### config.mk
export PLATFORM = sky130hd
export DESIGN_NAME = sysbus_arbiter_flat
export DESIGN_NICKNAME = d
export VERILOG_FILES = /design/src/rtl/sysbus_arbiter_if.sv /design/src/rtl/sysbus_arbiter.sv /design/src/flat_wrapper.sv
export SDC_FILE = /design/constraint.sdc
export NUM_CORES = 1
export LEC_CHECK = 0
export CORE_AREA = 4 4 169 171
export DETAILED_ROUTE_END_ITERATION = 10
export DIE_AREA = 0 0 173 175
export DONT_BUFFER_PORTS = 1
export SYNTH_ARGS = -nofsm -noshare
export SYNTH_HDL_FRONTEND = slang
export SYNTH_SLANG_ARGS = --single-unit
### constraint.sdc
create_clock -name clk -period 3 [get_ports clk]
set_input_delay 0.3 -clock clk [delete_from_list [all_inputs] [get_ports clk]]
set_output_delay 0.3 -clock clk [all_outputs]
set_load 0.05 [all_outputs]
### src/rtl/sysbus_arbiter_if.sv
// Sysbus-style request/response beat channel. Requesters hold the master side,
// the arbiter presents the slave side to each requester and the master side to the bus.
interface sysbus_arbiter_if #(
    parameter int DATA_W = 64,
    parameter int TAG_W  = 13
);
    logic              reqcyc;
    logic [DATA_W-1:0] req;
    logic [TAG_W-1:0]  reqtag;
    logic              reqack;
    logic              respcyc;
    logic [DATA_W-1:0] resp;
    logic              respack;

    modport master (output reqcyc, req, reqtag, respack, input reqack, respcyc, resp);
    modport slave  (input reqcyc, req, reqtag, respack, output reqack, respcyc, resp);
endinterface

### src/rtl/sysbus_arbiter.sv
// Two-way round-robin arbiter sharing one Sysbus port between fetch (r0) and
// load/store (r1); one transaction in flight, responses routed to the owner.
module sysbus_arbiter #(
    parameter int DATA_W     = 64,
    parameter int TAG_W      = 13,
    parameter int LINE_BEATS = 8,
    parameter int CNT_W      = 4
) (
    input  logic             clk,
    input  logic             reset,
    sysbus_arbiter_if.slave  r0,
    sysbus_arbiter_if.slave  r1,
    sysbus_arbiter_if.master bus,
    output logic             owner,
    output logic             busy
);
    localparam logic [1:0] S_IDLE  = 2'd0;
    localparam logic [1:0] S_REQ   = 2'd1;
    localparam logic [1:0] S_WDATA = 2'd2;
    localparam logic [1:0] S_RESP  = 2'd3;
    localparam logic [CNT_W-1:0] LAST_BEAT = CNT_W'(LINE_BEATS);

    logic [1:0]        state;
    logic [CNT_W-1:0]  beat_cnt;
    logic [CNT_W-1:0]  cnt_inc;
    logic              own_reqcyc;
    logic              own_respack;
    logic [DATA_W-1:0] own_req;
    logic [TAG_W-1:0]  own_tag;
    logic              fwd_phase;
    logic              resp_phase;
    logic              req_xfer;

    assign own_reqcyc  = owner ? r1.reqcyc  : r0.reqcyc;
    assign own_respack = owner ? r1.respack : r0.respack;
    assign own_req     = owner ? r1.req     : r0.req;
    assign own_tag     = owner ? r1.reqtag  : r0.reqtag;

    // Grant only becomes visible the cycle after IDLE, so nothing passes through in IDLE.
    assign fwd_phase  = (state == S_REQ) || (state == S_WDATA);
    assign resp_phase = (state == S_RESP);

    assign bus.reqcyc  = fwd_phase && own_reqcyc;
    assign bus.req     = fwd_phase ? own_req : '0;
    assign bus.reqtag  = fwd_phase ? own_tag : '0;
    assign bus.respack = resp_phase && bus.respcyc && own_respack;

    assign r0.reqack  = fwd_phase && !owner && bus.reqack;
    assign r1.reqack  = fwd_phase &&  owner && bus.reqack;
    assign r0.respcyc = resp_phase && !owner && bus.respcyc;
    assign r1.respcyc = resp_phase &&  owner && bus.respcyc;
    assign r0.resp    = bus.resp;
    assign r1.resp    = bus.resp;

    assign req_xfer = bus.reqcyc && bus.reqack;
    assign cnt_inc  = beat_cnt + CNT_W'(1);
    assign busy     = (state != S_IDLE);

    always_ff @(posedge clk) begin
        if (reset) begin
            state    <= S_IDLE;
            owner    <= 1'b1;
            beat_cnt <= '0;
        end else begin
            case (state)
                S_IDLE: begin
                    if (r0.reqcyc || r1.reqcyc) begin
                        // Contention goes to whoever did not own the bus last.
                        owner <= (r0.reqcyc && r1.reqcyc) ? ~owner : r1.reqcyc;
                        state <= S_REQ;
                    end
                end
                S_REQ: begin
                    if (req_xfer) begin
                        beat_cnt <= '0;
                        state    <= own_tag[TAG_W-1] ? S_WDATA : S_RESP;
                    end else if (!own_reqcyc) begin
                        state <= S_IDLE;
                    end
                end
                S_WDATA: begin
                    if (req_xfer) begin
                        beat_cnt <= cnt_inc;
                        if (cnt_inc == LAST_BEAT) state <= S_IDLE;
                    end
                end
                S_RESP: begin
                    if (bus.respack) begin
                        beat_cnt <= cnt_inc;
                        if (cnt_inc == LAST_BEAT) state <= S_IDLE;
                    end
                end
                default: state <= S_IDLE;
            endcase
        end
    end

    // A response beat with no read outstanding is dropped; flag it in simulation.
    always_ff @(posedge clk) begin
        if (!reset)
            assert (!(bus.respcyc && !resp_phase))
            else $warning("sysbus_arbiter: stray response beat outside RESP dropped");
    end
endmodule

### src/flat_wrapper.sv
// flat-port wrapper written by rule: the top's interface ports become plain ports
module sysbus_arbiter_flat 
#(
    parameter int DATA_W     = 64,
    parameter int TAG_W      = 13,
    parameter int LINE_BEATS = 8,
    parameter int CNT_W      = 4
)
  (clk, reset, owner, busy, r0_reqcyc, r0_req, r0_reqtag, r0_respack, r0_reqack, r0_respcyc, r0_resp, r1_reqcyc, r1_req, r1_reqtag, r1_respack, r1_reqack, r1_respcyc, r1_resp, bus_reqcyc, bus_req, bus_reqtag, bus_respack, bus_reqack, bus_respcyc, bus_resp);
  sysbus_arbiter_if #(.DATA_W(DATA_W), .TAG_W(TAG_W)) r0_i ();
  sysbus_arbiter_if #(.DATA_W(DATA_W), .TAG_W(TAG_W)) r1_i ();
  sysbus_arbiter_if #(.DATA_W(DATA_W), .TAG_W(TAG_W)) bus_i ();
  input  logic clk;
  input  logic reset;
  output logic owner;
  output logic busy;
  input wire logic [$bits(r0_i.reqcyc)-1:0] r0_reqcyc;
  input wire logic [$bits(r0_i.req)-1:0] r0_req;
  input wire logic [$bits(r0_i.reqtag)-1:0] r0_reqtag;
  input wire logic [$bits(r0_i.respack)-1:0] r0_respack;
  output wire logic [$bits(r0_i.reqack)-1:0] r0_reqack;
  output wire logic [$bits(r0_i.respcyc)-1:0] r0_respcyc;
  output wire logic [$bits(r0_i.resp)-1:0] r0_resp;
  input wire logic [$bits(r1_i.reqcyc)-1:0] r1_reqcyc;
  input wire logic [$bits(r1_i.req)-1:0] r1_req;
  input wire logic [$bits(r1_i.reqtag)-1:0] r1_reqtag;
  input wire logic [$bits(r1_i.respack)-1:0] r1_respack;
  output wire logic [$bits(r1_i.reqack)-1:0] r1_reqack;
  output wire logic [$bits(r1_i.respcyc)-1:0] r1_respcyc;
  output wire logic [$bits(r1_i.resp)-1:0] r1_resp;
  output wire logic [$bits(bus_i.reqcyc)-1:0] bus_reqcyc;
  output wire logic [$bits(bus_i.req)-1:0] bus_req;
  output wire logic [$bits(bus_i.reqtag)-1:0] bus_reqtag;
  output wire logic [$bits(bus_i.respack)-1:0] bus_respack;
  input wire logic [$bits(bus_i.reqack)-1:0] bus_reqack;
  input wire logic [$bits(bus_i.respcyc)-1:0] bus_respcyc;
  input wire logic [$bits(bus_i.resp)-1:0] bus_resp;
  assign r0_i.reqcyc = r0_reqcyc;
  assign r0_i.req = r0_req;
  assign r0_i.reqtag = r0_reqtag;
  assign r0_i.respack = r0_respack;
  assign r0_reqack = r0_i.reqack;
  assign r0_respcyc = r0_i.respcyc;
  assign r0_resp = r0_i.resp;
  assign r1_i.reqcyc = r1_reqcyc;
  assign r1_i.req = r1_req;
  assign r1_i.reqtag = r1_reqtag;
  assign r1_i.respack = r1_respack;
  assign r1_reqack = r1_i.reqack;
  assign r1_respcyc = r1_i.respcyc;
  assign r1_resp = r1_i.resp;
  assign bus_reqcyc = bus_i.reqcyc;
  assign bus_req = bus_i.req;
  assign bus_reqtag = bus_i.reqtag;
  assign bus_respack = bus_i.respack;
  assign bus_i.reqack = bus_reqack;
  assign bus_i.respcyc = bus_respcyc;
  assign bus_i.resp = bus_resp;
  sysbus_arbiter #(.DATA_W(DATA_W), .TAG_W(TAG_W), .LINE_BEATS(LINE_BEATS), .CNT_W(CNT_W)) u_core (.clk(clk), .reset(reset), .r0(r0_i), .r1(r1_i), .bus(bus_i), .owner(owner), .busy(busy));
endmodule
==> results of run 1 <==
power groups by stage:
stage	clock network (W)	registers, W	logic, W
after floorplan	0	0.000113	0.00162
after global placement	0	0.000110	0.00152
after detailed placement	0	0.000110	0.00154
after CTS	0.000236	0.000109	0.00154
after global routing	0.000240	0.000111	0.00161
final	0.000231	0.000109	0.00152
cells in the final DEF, fill, tap and decap left out, types with 4 or more instances in the layout:
cell type and count:
nor2b_1 77, a21oi_1 4, dfxtp_1 6, o21ai_0 5
and3_1 4, inv_1 6, mux2i_1 81, buf_4 83
nor2_1 7, nand2_1 5, ha_1 5
through the flow:
step | power (W) | instances
after floorplan | 0.00174 | 370
after detailed placement | 0.00165 | 647
after CTS | 0.00189 | 651
after global routing | 0.00196 | 651
after global placement | 0.00163 | 647
final | 0.00186 | 651
sequential cells by signal (all words and copies together), names as in the netlist:
register and flops:
u_core.owner 1, u_core.beat_cnt 4, u_core.state 2
cells in the mapped netlist, types with 2 or more instances:
library cell and count:
clkbuf_1 9, buf_2 8, dfxtp_1 7, mux2i_1 81, buf_4 128, a21oi_1 4, nand2_1 5, ha_1 6
inv_1 6, nor2_1 7, and3_1 4, o21ai_0 5, o311ai_0 2, or3_1 2, nor2b_1 77
critical path: cells and delay by family, from the launching register on:
| kind | cells | cell delay [ns] |
|---|---|---|
| flops | 1 | 0.37 |
| buf+inv | 2 | 0.56 |
| simple gates | 1 | 0.57 |
| fa+ha+maj | 1 | 0.34 |
kinds of logic (layout without fill, tap and decap cells):
| family | count (synthesis) | count (layout) | share of synthesized area, % |
|---|---|---|---|
| buf+inv | 153 | 93 | 37.1 |
| mux | 82 | 82 | 28.6 |
| simple gates | 104 | 104 | 21.9 |
| compound gates | 18 | 18 | 4.94 |
| flops | 7 | 7 | 4.85 |
| fa+ha+maj | 6 | 6 | 2.60 |
worst paths after layout:
check | endpoint | slack, ns | depth (start not counted)
max | r1_reqack | 0.63 | 4
min | u_core.beat_cnt[0] | 0.13 | 1
max reg2reg | u_core.beat_cnt[1] | 0.96 | 6
min reg2reg | u_core.state[1] | 0.50 | 2
layer usage:
layer / GRT usage, % / vias up / wire [um]
li1: - / 975 / -
met5: 0 / - / 0
met3: 3.29 / 55 / 1410
met1: 4.95 / 881 / 2840
met2: 10.4 / 213 / 4880
met4: 3.16 / 0 / 506
final cells by class:
cell class / count / share of cell area, %
Clock buffer: 4 / 2.65
Inverter: 6 / 0.758
Multi-Input combinational cell: 210 / 56.4
Sequential cell: 7 / 4.84
Tap cell: 341 / 14.4
Timing Repair Buffer: 83 / 21.0
==> flow_summary.json, run 1 <==
{
  "netlist_area_mm2": 0.00289,
  "firstDrtPassIters": 4,
  "num_rows": 60,
  "cts_htree_levels": 1,
  "grt_pass1_wl_um": 13700,
  "grt_overflow": 0,
  "drc": 0,
  "internal_power_w": 0.000768,
  "synthCells": 370,
  "clock-sinks": 7,
  "whs_ns": 0.132,
  "switchingPower_w": 0.00109,
  "die_x_um": 173,
  "ys_warn_count": 0,
  "antenna_found_initial": 0,
  "max_stage_delay_ns": 0.57,
  "report.final.slew_viol_count": 0,
  "finalSetupTns_ns": 0,
  "die_h_um": 175,
  "cp-start-kind": "flop",
  "rsz0062_at_grt": "false",
  "root_buffer": "clkbuf_16",
  "core-area_mm2": 0.0269,
  "crit_path_start": "u_core.state[0]",
  "grt_usage_pct": 5.73,
  "antennaDiodeCount": 0,
  "worst_slew_pin_slew_ns": 0.807,
  "dieArea_mm2": 0.0303,
  "multi_input_area_mm2": 0.00168,
  "ys_types": 34,
  "cpMaxStageDelayCell": "and3_1",
  "wirelength_um": 9630,
  "io_pins": 439,
  "worstSetupPathType": "reg -> out",
  "endpoint_kind": "output port",
  "pwr_density_cell_mw_per_mm2": 626,
  "fmax_mhz": 422,
  "drt_iter0_drc": 43,
  "fin_util_pct": 11.1,
  "avgRoutedWirePerCell_um": 14.8,
  "final-setup-viol-count": 0,
  "synth_top_area_share_pct": 33.3,
  "final.setup.worst_slack_ns": 0.631,
  "worstPathMaxFanout": 79,
  "cts_resized": 0,
  "leakage_nw": 1.56,
  "hp-start": "reset",
  "synth_edf_count": 0,
  "seq_area_frac_synth_pct": 4.85,
  "sw_frac_of_total_pct": 58.7,
  "status": "completed",
  "p_comb_share_pct": 81.7,
  "seqCellArea_um2": 144,
  "synth_area_per_cell_um2": 7.80,
  "layout-drive-gt1-share_pct": 29.7,
  "ir_drop_mv": 0.443,
  "preCtsSetupSlack_ns": 0.782,
  "start_util_pct": 10.7,
  "port_buffers": 0,
  "clkPwrFrac_pct": 12.4,
  "final_area_mm2": 0.00297,
  "post_dp_cell_area_mm2": 0.00289,
  "cts_setup_buffers": 0,
  "fillCellCount": 3108,
  "cts_tree": "done",
  "yosys_register_bits": 7,
  "layout_min_cycle_time_ns": 2.37,
  "ant_nets": 0,
  "crit_chain": "inv_1 > ha_2 > buf_4 > and3_1",
  "syn-num-nets": 602,
  "vias_per_cell": 3.26,
  "ctsHoldBuffers": 0,
  "clk_pin_slew_worst_paths_ns": 0.04,
  "final_nets": 543,
  "synthTopCellsByArea": "buf_4, mux2i_1, nor2b_1, dfxtp_1, ha_1",
  "synthArstFlopShare_pct": 0,
  "sequentialPowerShare_pct": 5.9,
  "required_ns": 2.70,
  "synthToLayoutAreaGrowth_pct": 2.95,
  "grt_max_degree": 80,
  "synth_flop_cell": "dfxtp_1",
  "skew_ns": 0.00119,
  "clk_path_buf_depth": 2,
  "routabilityCongestion": 0.720,
  "worstHoldPathType": "in -> reg",
  "hold_viol": 0,
  "place_hpwl_um": 8480,
  "tritoncts.num_buffers": 3,
  "grt_pass1_vias": 2300,
  "num_vias": 2124,
  "period_share_pct": 79.0,
  "slew-limit-headroom_pct": 46.2,
  "clock_latency_ns": 0.23,
  "yosysTopAreaCell": "buf_4",
  "r2r_start": "u_core.state[0]",
  "maxCapViolations": 0,
  "cp.arrival_ns": 2.07
}
(Power assumes the default switching activity.)
==> inputs of run 2 (changes only) <==
==> constraint.sdc (replaced) <==
create_clock -name clk -period 2.2 [get_ports clk]
set_input_delay 0.22 -clock clk [delete_from_list [all_inputs] [get_ports clk]]
set_output_delay 0.22 -clock clk [all_outputs]
set_load 0.05 [all_outputs]
==> flow_summary.json, run 2 (same netlist as run 1, synthesis figures left out) <==
{
  "status": "completed",
  "largest_register_ffs": 4,
  "drc": 0,
  "grt_pass1_vias": 2351,
  "reg.largest.list": "u_core.beat_cnt x4, u_core.state x2, u_core.owner x1",
  "grt_overflow": 0,
  "r2r_slack_ns": 0.13,
  "crit_path_start": "u_core.state[1]",
  "ctsHoldBuffers": 0,
  "worstSetupPathType": "reg -> reg",
  "routed-wl-met3_um": 1190,
  "place_hpwl_um": 8890,
  "ir_drop_mv": 0.321,
  "cp.arrival_ns": 2.23,
  "cts_resized": 0,
  "leakage_nw": 1.76,
  "layout_commonest_cell": "mux2i_1",
  "final_area_mm2": 0.00370,
  "routabilityCongestion": 0.778,
  "top_layer": "met4",
  "final_nets": 544,
  "root_buffer": "clkbuf_16",
  "clock-sinks": 7,
  "cts_tree": "done",
  "fmax_mhz": 484,
  "required_ns": 2.36,
  "rsz0062_at_grt": "false",
  "r2r_start": "u_core.state[1]",
  "maxCapViolations": 0,
  "post_dp_cell_area_mm2": 0.00360,
  "antenna_found_initial": 0,
  "cp-start-kind": "flop",
  "finalPower_w": 0.00304,
  "grt_pass1_wl_um": 13900,
  "vias_per_cell": 3.30,
  "final_cell_mix": "mux2i_1, nor2b_2, buf_4",
  "final-setup-viol-count": 0,
  "start_util_pct": 10.7,
  "die_x_um": 173,
  "worstPathMaxFanout": 7,
  "hold_viol": 0,
  "clock_latency_ns": 0.23,
  "grt_usage_pct": 5.77,
  "port_buffers": 0,
  "ant_nets": 0,
  "pwr_density_cell_mw_per_mm2": 822,
  "cts_htree_levels": 1,
  "regToRegEndpoint": "u_core.beat_cnt[1]",
  "cts_setup_buffers": 0,
  "clk_pin_slew_worst_paths_ns": 0.04,
  "worstHoldPathType": "in -> reg",
  "clk_path_buf_depth": 2,
  "layout_min_cycle_time_ns": 2.07,
  "slew-limit-headroom_pct": 68.3,
  "num_vias": 2152,
  "firstDrtPassIters": 4,
  "dieArea_mm2": 0.0303,
  "drt_iter0_drc": 45,
  "skew_ns": 0.000935,
  "grt_max_degree": 52,
  "die_h_um": 175,
  "num_rows": 60,
  "worst_slew_pin_slew_ns": 0.476,
  "setup.worst_path.end": "u_core.beat_cnt[1]",
  "avgRoutedWirePerCell_um": 15.0,
  "m1WireLength_um": 3140,
  "antennaDiodeCount": 0,
  "synthToLayoutAreaGrowth_pct": 28.1,
  "tritoncts.num_buffers": 3,
  "fin_util_pct": 13.8,
  "top_register": "u_core.beat_cnt",
  "r2r_cells": 6,
  "io_pins": 439,
  "period_share_pct": 94.0,
  "layout-drive-gt1-share_pct": 54.7,
  "endpoint_kind": "flop",
  "wirelength_um": 9800,
  "wl_met2_um": 4950,
  "report.final.slew_viol_count": 0,
  "core-area_mm2": 0.0269,
  "fillCellCount": 3036,
  "whs_ns": 0.0535
}
run 2: cell types whose count changed in the layout (fill, tap and decap cells not counted), moves of 2 or more:
cell / delta
nor2b_1: -74
nor2b_2: +71
buf_6: +2
nor2b_4: +3
buf_4: -41
buf_12: +40
run 2: metrics by stage:
| stage | instances | TNS, ns | setup WS (ns) |
|---|---|---|---|
| 2_1_floorplan | 370 | -0.0451 | -0.0451 |
| 3_3_place_gp | 648 | 0 | 0.224 |
| 3_5_place_dp | 648 | 0 | 0.140 |
| 4_1_cts | 652 | 0 | 0.0606 |
| 5_1_grt | 652 | 0 | 0.0233 |
| 6_report | 652 | 0 | 0.133 |
run 2: worst max-delay path, cell delays in order, from the launching register on:
cell and delay, ns:
dfxtp_1 0.37, inv_1 0.10, ha_2 0.38, nand2_2 0.09, o31a_1 0.38, or4b_1 0.52, a21oi_1 0.15
run 2: worst min path at each step:
stage	start	end	cells after the start
after floorplan	reset	u_core.beat_cnt[0]	1
after global placement	reset	u_core.beat_cnt[1]	1
after detailed placement	reset	u_core.beat_cnt[0]	1
after CTS	reset	u_core.beat_cnt[0]	1
after global routing	reset	u_core.beat_cnt[0]	1
final	reset	u_core.beat_cnt[1]	1
run 2: cell type report:
cell class	count	area, um^2	share of cell area (%)
inverters	6	22.5	0.609
multi-input cells	210	1890	51.0
flip-flops and latches	7	145	3.92
repair buffers	84	1140	30.8
well taps	341	427	11.5
clock buffers	4	78.8	2.13
run 2: power by group:
part | internal (W) | leakage (nW) | total, W | switching (W)
sequential | 0.000138 | 0.0572 | 0.000152 | 0.0000141
clock | 0.000241 | 0.0382 | 0.000311 | 0.0000700
combinational | 0.00107 | 1.66 | 0.00258 | 0.00151
total | 0.00145 | 1.76 | 0.00304 | 0.00159
run 2: metal layers:
metal  vias to the layer above  GRT usage (%)
met3                        55           2.55
met4                         0           3.06
met1                       919           5.59
met2                       194           10.4
li1                        984              -
met5                         -              0
